**config.mk**
```make
export PLATFORM = sky130hd
export DESIGN_NAME = fetch_unit_flat
export DESIGN_NICKNAME = d
export VERILOG_FILES = /design/src/rtl/fetch_unit_if.sv /design/src/rtl/fetch_unit.sv /design/src/flat_wrapper.sv
export SDC_FILE = /design/constraint.sdc
export NUM_CORES = 1
export LEC_CHECK = 0
export BUFFER_PORTS_ARGS = -buffer_cell sky130_fd_sc_hd__buf_2
export CAP_MARGIN = 40
export CORE_ASPECT_RATIO = 0.5
export CORE_UTILIZATION = 46
export DETAILED_ROUTE_END_ITERATION = 7
export PLACE_DENSITY = 0.72
export SLEW_MARGIN = 20
export SYNTH_ARGS = -nofsm -noshare
export SYNTH_HDL_FRONTEND = slang
export SYNTH_SLANG_ARGS = --single-unit
```
**constraint.sdc**
```tcl
create_clock -name clk -period 5.55 [get_ports clk]
set_input_delay 1.11 -clock clk [delete_from_list [all_inputs] [get_ports clk]]
set_output_delay 1.11 -clock clk [all_outputs]
set_load 0.01 [all_outputs]
```
**src/rtl/fetch_unit_if.sv**
```systemverilog
// Fetch-unit bus bundle: instruction-memory req/ack port, redirect input,
// IF/OF latch valid/ready port and halt status.
interface fetch_unit_if;
  logic        imem_req;
  logic [31:0] imem_addr;
  logic        imem_ack;
  logic [31:0] imem_rdata;
  logic        redirect;
  logic [31:0] redirect_pc;
  logic        if_valid;
  logic [31:0] if_pc;
  logic [31:0] if_instr;
  logic        of_ready;
  logic        halted;

  // Fetch-unit side
  modport master (
    output imem_req, imem_addr, if_valid, if_pc, if_instr, halted,
    input  imem_ack, imem_rdata, redirect, redirect_pc, of_ready
  );

  // Environment side: memory, execute redirect, operand-fetch stage
  modport slave (
    input  imem_req, imem_addr, if_valid, if_pc, if_instr, halted,
    output imem_ack, imem_rdata, redirect, redirect_pc, of_ready
  );
endinterface

```
**src/rtl/fetch_unit.sv**
```systemverilog
// Instruction-fetch stage: program counter, a single outstanding req/ack
// fetch to instruction memory, and a one-entry IF/OF latch. Redirects from
// execute win over everything; a fetched hlt stops fetching until redirect.
module fetch_unit #(
  parameter logic [31:0] RESET_PC = 32'h0000_0000
) (
  input  logic         clk,
  input  logic         rst,
  fetch_unit_if.master bus
);
  typedef enum logic {RUN = 1'b0, HALT = 1'b1} state_t;

  localparam logic [4:0] OPC_HLT = 5'b11111;

  state_t      state_reg, state_next;
  logic [31:0] pc_reg, pc_next;
  logic [31:0] hold_addr_reg, hold_addr_next;
  logic        pending_reg, pending_next;
  logic        squash_reg, squash_next;
  logic        if_valid_reg, if_valid_next;
  logic [31:0] if_pc_reg, if_pc_next;
  logic [31:0] if_instr_reg, if_instr_next;

  logic        req;
  logic        ack_seen;
  logic        capture;
  logic        drain;

  // An outstanding request is always held; a new one starts only while
  // running and when the latch is empty or being emptied this cycle.
  // Gated by rst so the request drops the moment reset is asserted.
  assign req      = !rst && (pending_reg ||
                             (state_reg == RUN && (!if_valid_reg || bus.of_ready)));
  assign ack_seen = req && bus.imem_ack;
  assign capture  = ack_seen && !squash_reg && !bus.redirect;
  assign drain    = if_valid_reg && bus.of_ready;

  // While a squashed request is still in flight, pc already holds the
  // redirect target, so the memory keeps seeing the old address instead.
  assign bus.imem_req  = req;
  assign bus.imem_addr = squash_reg ? hold_addr_reg : pc_reg;
  assign bus.if_valid  = if_valid_reg;
  assign bus.if_pc     = if_pc_reg;
  assign bus.if_instr  = if_instr_reg;
  assign bus.halted    = (state_reg == HALT);

  // Next-state logic: redirect first, then capture/drain/halt.
  always_comb begin
    state_next     = state_reg;
    pc_next        = pc_reg;
    hold_addr_next = hold_addr_reg;
    pending_next   = req && !bus.imem_ack;
    squash_next    = squash_reg && !ack_seen;
    if_valid_next  = if_valid_reg;
    if_pc_next     = if_pc_reg;
    if_instr_next  = if_instr_reg;

    if (bus.redirect) begin
      pc_next       = bus.redirect_pc;
      if_valid_next = 1'b0;
      state_next    = RUN;
      // An unacked request in flight must have its data thrown away later.
      squash_next   = req && !bus.imem_ack;
      if (req && !bus.imem_ack) begin
        hold_addr_next = bus.imem_addr;
      end
    end else begin
      if (drain) begin
        if_valid_next = 1'b0;
      end
      if (capture) begin
        if_valid_next = 1'b1;
        if_pc_next    = pc_reg;
        if_instr_next = bus.imem_rdata;
        pc_next       = pc_reg + 32'd4;
        if (bus.imem_rdata[31:27] == OPC_HLT) begin
          state_next = HALT;
        end
      end
    end
  end

  // State registers with asynchronous reset.
  always_ff @(posedge clk or posedge rst) begin
    if (rst) begin
      state_reg     <= RUN;
      pc_reg        <= RESET_PC;
      hold_addr_reg <= 32'd0;
      pending_reg   <= 1'b0;
      squash_reg    <= 1'b0;
      if_valid_reg  <= 1'b0;
      if_pc_reg     <= 32'd0;
      if_instr_reg  <= 32'd0;
    end else begin
      state_reg     <= state_next;
      pc_reg        <= pc_next;
      hold_addr_reg <= hold_addr_next;
      pending_reg   <= pending_next;
      squash_reg    <= squash_next;
      if_valid_reg  <= if_valid_next;
      if_pc_reg     <= if_pc_next;
      if_instr_reg  <= if_instr_next;
    end
  end
endmodule

```
**src/flat_wrapper.sv**
```systemverilog
// flat-port wrapper written by rule: the top's interface ports become plain ports
module fetch_unit_flat 
#(
  parameter logic [31:0] RESET_PC = 32'h0000_0000
)
  (clk, rst, bus_imem_req, bus_imem_addr, bus_if_valid, bus_if_pc, bus_if_instr, bus_halted, bus_imem_ack, bus_imem_rdata, bus_redirect, bus_redirect_pc, bus_of_ready);
  fetch_unit_if bus_i ();
  input  logic clk;
  input  logic rst;
  output wire logic [$bits(bus_i.imem_req)-1:0] bus_imem_req;
  output wire logic [$bits(bus_i.imem_addr)-1:0] bus_imem_addr;
  output wire logic [$bits(bus_i.if_valid)-1:0] bus_if_valid;
  output wire logic [$bits(bus_i.if_pc)-1:0] bus_if_pc;
  output wire logic [$bits(bus_i.if_instr)-1:0] bus_if_instr;
  output wire logic [$bits(bus_i.halted)-1:0] bus_halted;
  input wire logic [$bits(bus_i.imem_ack)-1:0] bus_imem_ack;
  input wire logic [$bits(bus_i.imem_rdata)-1:0] bus_imem_rdata;
  input wire logic [$bits(bus_i.redirect)-1:0] bus_redirect;
  input wire logic [$bits(bus_i.redirect_pc)-1:0] bus_redirect_pc;
  input wire logic [$bits(bus_i.of_ready)-1:0] bus_of_ready;
  assign bus_imem_req = bus_i.imem_req;
  assign bus_imem_addr = bus_i.imem_addr;
  assign bus_if_valid = bus_i.if_valid;
  assign bus_if_pc = bus_i.if_pc;
  assign bus_if_instr = bus_i.if_instr;
  assign bus_halted = bus_i.halted;
  assign bus_i.imem_ack = bus_imem_ack;
  assign bus_i.imem_rdata = bus_imem_rdata;
  assign bus_i.redirect = bus_redirect;
  assign bus_i.redirect_pc = bus_redirect_pc;
  assign bus_i.of_ready = bus_of_ready;
  fetch_unit #(.RESET_PC(RESET_PC)) u_core (.clk(clk), .rst(rst), .bus(bus_i));
endmodule
```
[After elaboration in Yosys (flattened, before gate mapping)]
Cells that the tools add are included.
Storage, ports and cells
  flip-flop bits (word level): 132
  output and inout port bits: 99
  logic and storage cells: 44
Cells by class
  $add $sub $neg: 1
  eq/ne operators: 1
  muxes and demuxes: 10
  bitwise gates (word level): 2
  reduce and logical (&&, ||, !) cells: 22
Operators with widths (count)
  two-way mux 32 bit: 3
  adder 32 x 3 -> 32 bit, second input constant: 1
  logical AND 1 bit: 8
  two-way mux 1 bit: 7
  logical NOT 1 bit: 6
  AND reduction 2 bit: 3
  == test 5 bit, second input constant: 1
  nonzero test 2 bit: 2
  nonzero test 3 bit: 1
  logical OR 1 bit: 2
  inverter 1 bit: 2

[Longest topological paths before layout]
  depth after elaboration: 10
  depth in mapped cells: 7

[Least setup slack after synthesis]
Ideal clock, no wire load.
  kind: input port to output port
  start point: in bus_of_ready
  end point: out bus_imem_req
  arrival: 1.837 ns
  required time: 4.440 ns
  setup slack: 2.603 ns
  stages on the path: 3
  path through: nand2b_1 -> a21oi_1 -> inv_1
Between the ends
  word-level cells in the longest chain between the ends: 4
Ends and longest elaborated chain
  start, declared: line flat_wrapper.sv:20  | input wire logic [$bits(bus_i.of_ready)-1:0] bus_of_ready;
  logical OR 1 bit: line fetch_unit.sv:33  | (state_reg == RUN && (!if_valid_reg || bus.of_ready)));
  logical AND 1 bit: line fetch_unit.sv:33
  logical OR 1 bit: line fetch_unit.sv:32  | assign req = !rst && (pending_reg ||
  logical AND 1 bit: line fetch_unit.sv:32
  end, declared: line flat_wrapper.sv:10  | output wire logic [$bits(bus_i.imem_req)-1:0] bus_imem_req;
Every way passes these cells.

[Worst setup path after layout]
Same ends and word-level chain as after synthesis.

==> results.py <==
metrics = {
    "place": {
        "pre_cts_slack_ps": 2180,
        "gp_congestion": 0.770,
        "io_buffer_count": 167,
        "dp.cells": 778,
        "place_area_mm2": 0.00698,
        "dpl.hpwl_um": 9160,
    },
    "global_route": {
        "antenna_found_initial": 0,
        "gr-total-overflow": 0,
        "grt_pass1_wl_um": 20500,
        "gr-usage-all-layers_pct": 20.2,
        "first_global_vias": 4047,
        "grt_max_degree": 86,
    },
    "die": {
        "fp.dieH_um": 82.3,
        "core-area_mm2": 0.0122,
        "start_util_pct": 48.7,
        "num_rows": 28,
        "num_io_pins": 168,
        "fp.dieArea_mm2": 0.0134,
        "die_x_um": 163,
    },
    "run_status": {
        "status": "complete, no violations",
    },
    "worst_setup_path": {
        "crit_type": "in -> out",
        "critPathLaunchType": "primary input",
        "cp.required_ps": 4440,
        "path_max_fanout": 28,
        "critPathArrivalTime_ps": 2180,
        "endpoint_kind": "output pin",
    },
    "timing": {
        "worst_slack_ps": 2260,
        "period_needed_ps": 3290,
        "finClkSkew_ps": 12.1,
        "finalSetupViolCount": 0,
        "maxSlewViolCount": 0,
        "min_period_over_period_pct": 59.2,
        "max_freq_ghz": 0.304,
        "worst_pin_slew_ps": 645,
        "hold_violations": 0,
        "grt_setup_unrepaired": "no",
        "fin_setup_tns_ps": 0,
        "slew-limit-headroom_pct": 56.8,
        "holdWs_ps": 479,
    },
    "final_layout": {
        "instances_no_fill": 811,
        "finalNetCount": 703,
        "area_growth_pct": 28.3,
        "antenna_cells": 0,
        "drive_gt1_share_pct": 51.4,
        "final_area_mm2": 0.00761,
        "fillCellCount": 964,
    },
    "synth": {
        "postSynthNetCount": 535,
        "synth.most_common_cell": "dfrtp_1",
        "synthTopCellsByArea": "dfrtp_1 56%, mux2_2 22%, xnor2_1 3.2%",
        "syn-cell-area_mm2": 0.00593,
        "yosys_warnings": 0,
        "synth_common_cells": "132 x dfrtp_1, 116 x mux2_2, 33 x nand2_1, 22 x xnor2_1, 17 x nor4_1",
        "yosysTopAreaCell": "dfrtp_1",
        "avgSynthCellArea_um2": 12.8,
        "synth_edf_count": 0,
        "ys_ff_latch": 132,
        "yosysSeqAreaShare_pct": 55.7,
        "yosysTopAreaCellShare_pct": 55.7,
        "syn_inst": 465,
        "ys_types": 38,
        "synthFlopType": "dfrtp_1",
        "async_reset_ff_share_pct": 100,
    },
    "cts": {
        "holdBufCountCts": 0,
        "cts_buffers": 17,
        "cts_resized": 0,
        "path_clk_slew_ps": 50,
        "cts.sinks": 132,
        "root_buffer": "clkbuf_16",
        "cts_htree_levels": 4,
        "clockBufferDepth": 2,
        "cts_tree": "yes",
        "post-cts-setup-buffers": 0,
        "clock_latency_ps": 410,
    },
    "hold_path": {
        "hold_path_class": "reg -> reg",
    },
    "routing": {
        "routed_wirelength_um": 13200,
        "drt-initial-drc-count": 228,
        "vias": 4223,
        "antenna_left": 0,
        "drcViolationCount": 0,
        "first_pass_iters": 4,
        "vias_per_cell": 5.21,
        "wl_per_cell_um": 16.3,
    },
    "pwr": {
        "p_leak_nw": 3.47,
        "ir_drop_v": 0.000182,
        "power_density_mw_per_mm2": 431,
    },
    "run": {
        "maxCapViolations": 0,
    },
}
## cells by family (layout without fill, tap and decap cells)
| family | after synthesis | in the layout | share of synthesized area [%] |
|---|---|---|---|
| AO/OA/AOI/OAI | 38 | 38 | 3.54 |
| adder cells (fa/ha/maj) | 1 | 1 | 0.211 |
| AND/OR/NAND/NOR | 105 | 105 | 9.60 |
| multiplexers | 132 | 132 | 25.0 |
| XOR/XNOR | 25 | 25 | 3.69 |
| buffers and inverters | 32 | 213 | 2.24 |
| flip-flops | 132 | 132 | 55.7 |
## through the flow
stage          power (mW)  utilization [%]
6_report             3.28             62.4
5_1_grt              3.46             62.4
3_5_place_dp         2.18             57.3
2_1_floorplan        1.85                -
3_3_place_gp         2.14             56.7
4_1_cts              3.32             62.2
## critical path, cell delays in order
cell      delay, ps
buf_2           120
nand2b_1        180
a21oi_2         140
buf_4           310
inv_1           140
buf_2           170
## cell type report
class	count	area, um2	area share, %
Multi-Input combinational cell	301	2510	33.0
Tap cell	165	206	2.71
Inverter	6	27.5	0.362
Timing Repair Buffer	175	961	12.6
Clock buffer	18	439	5.77
Clock inverter	14	161	2.12
Sequential cell	132	3300	43.4
## metal layers
| layer | vias up | part of all wire, % | GRT usage, % | wire, um |
|---|---|---|---|---|
| met2 | 120 | 48 | 33.2 | 6330 |
| met4 | 0 | 0.66 | 7.29 | 87 |
| li1 | 2019 | - | - | - |
| met5 | - | 0 | 0 | 0 |
| met3 | 7 | 5.8 | 5.04 | 770 |
| met1 | 2077 | 45 | 26.4 | 5990 |
## final timing paths
check	startpoint	endpoint	slack [ps]	cells past startpoint
max in group asynchronous	rst	u_core.bus.if_instr[10]	4010	3
worst max register to register	u_core.squash_reg	u_core.bus.if_instr[12]	2960	6
worst min register to register	u_core.bus.if_instr[19]	u_core.bus.if_instr[19]	480	1
worst min-delay path	u_core.bus.if_instr[19]	u_core.bus.if_instr[19]	480	1
min in group asynchronous	rst	u_core.bus.if_pc[23]	670	2
worst max-delay path	bus_of_ready	bus_imem_req	2260	6
## report_power, final
part	internal, mW	switching, mW
logic	0.420	0.363
registers	1.23	0.146
clock network	0.714	0.415
total	2.36	0.924
## cell usage in the layout (no fill, tap or decap), drive strengths merged, types with 4 or more instances in the layout
master / n
a31oi: 4
and3: 4
and4: 6
buf: 175
clkbuf: 18
clkinv: 9
dfrtp: 132
inv: 6
mux2: 131
nand2: 33
nand3: 14
nand4: 5
nor2: 9
nor3: 6
nor4: 17
o21ai: 26
xnor2: 22
Power figures use the tool's default switching activity.
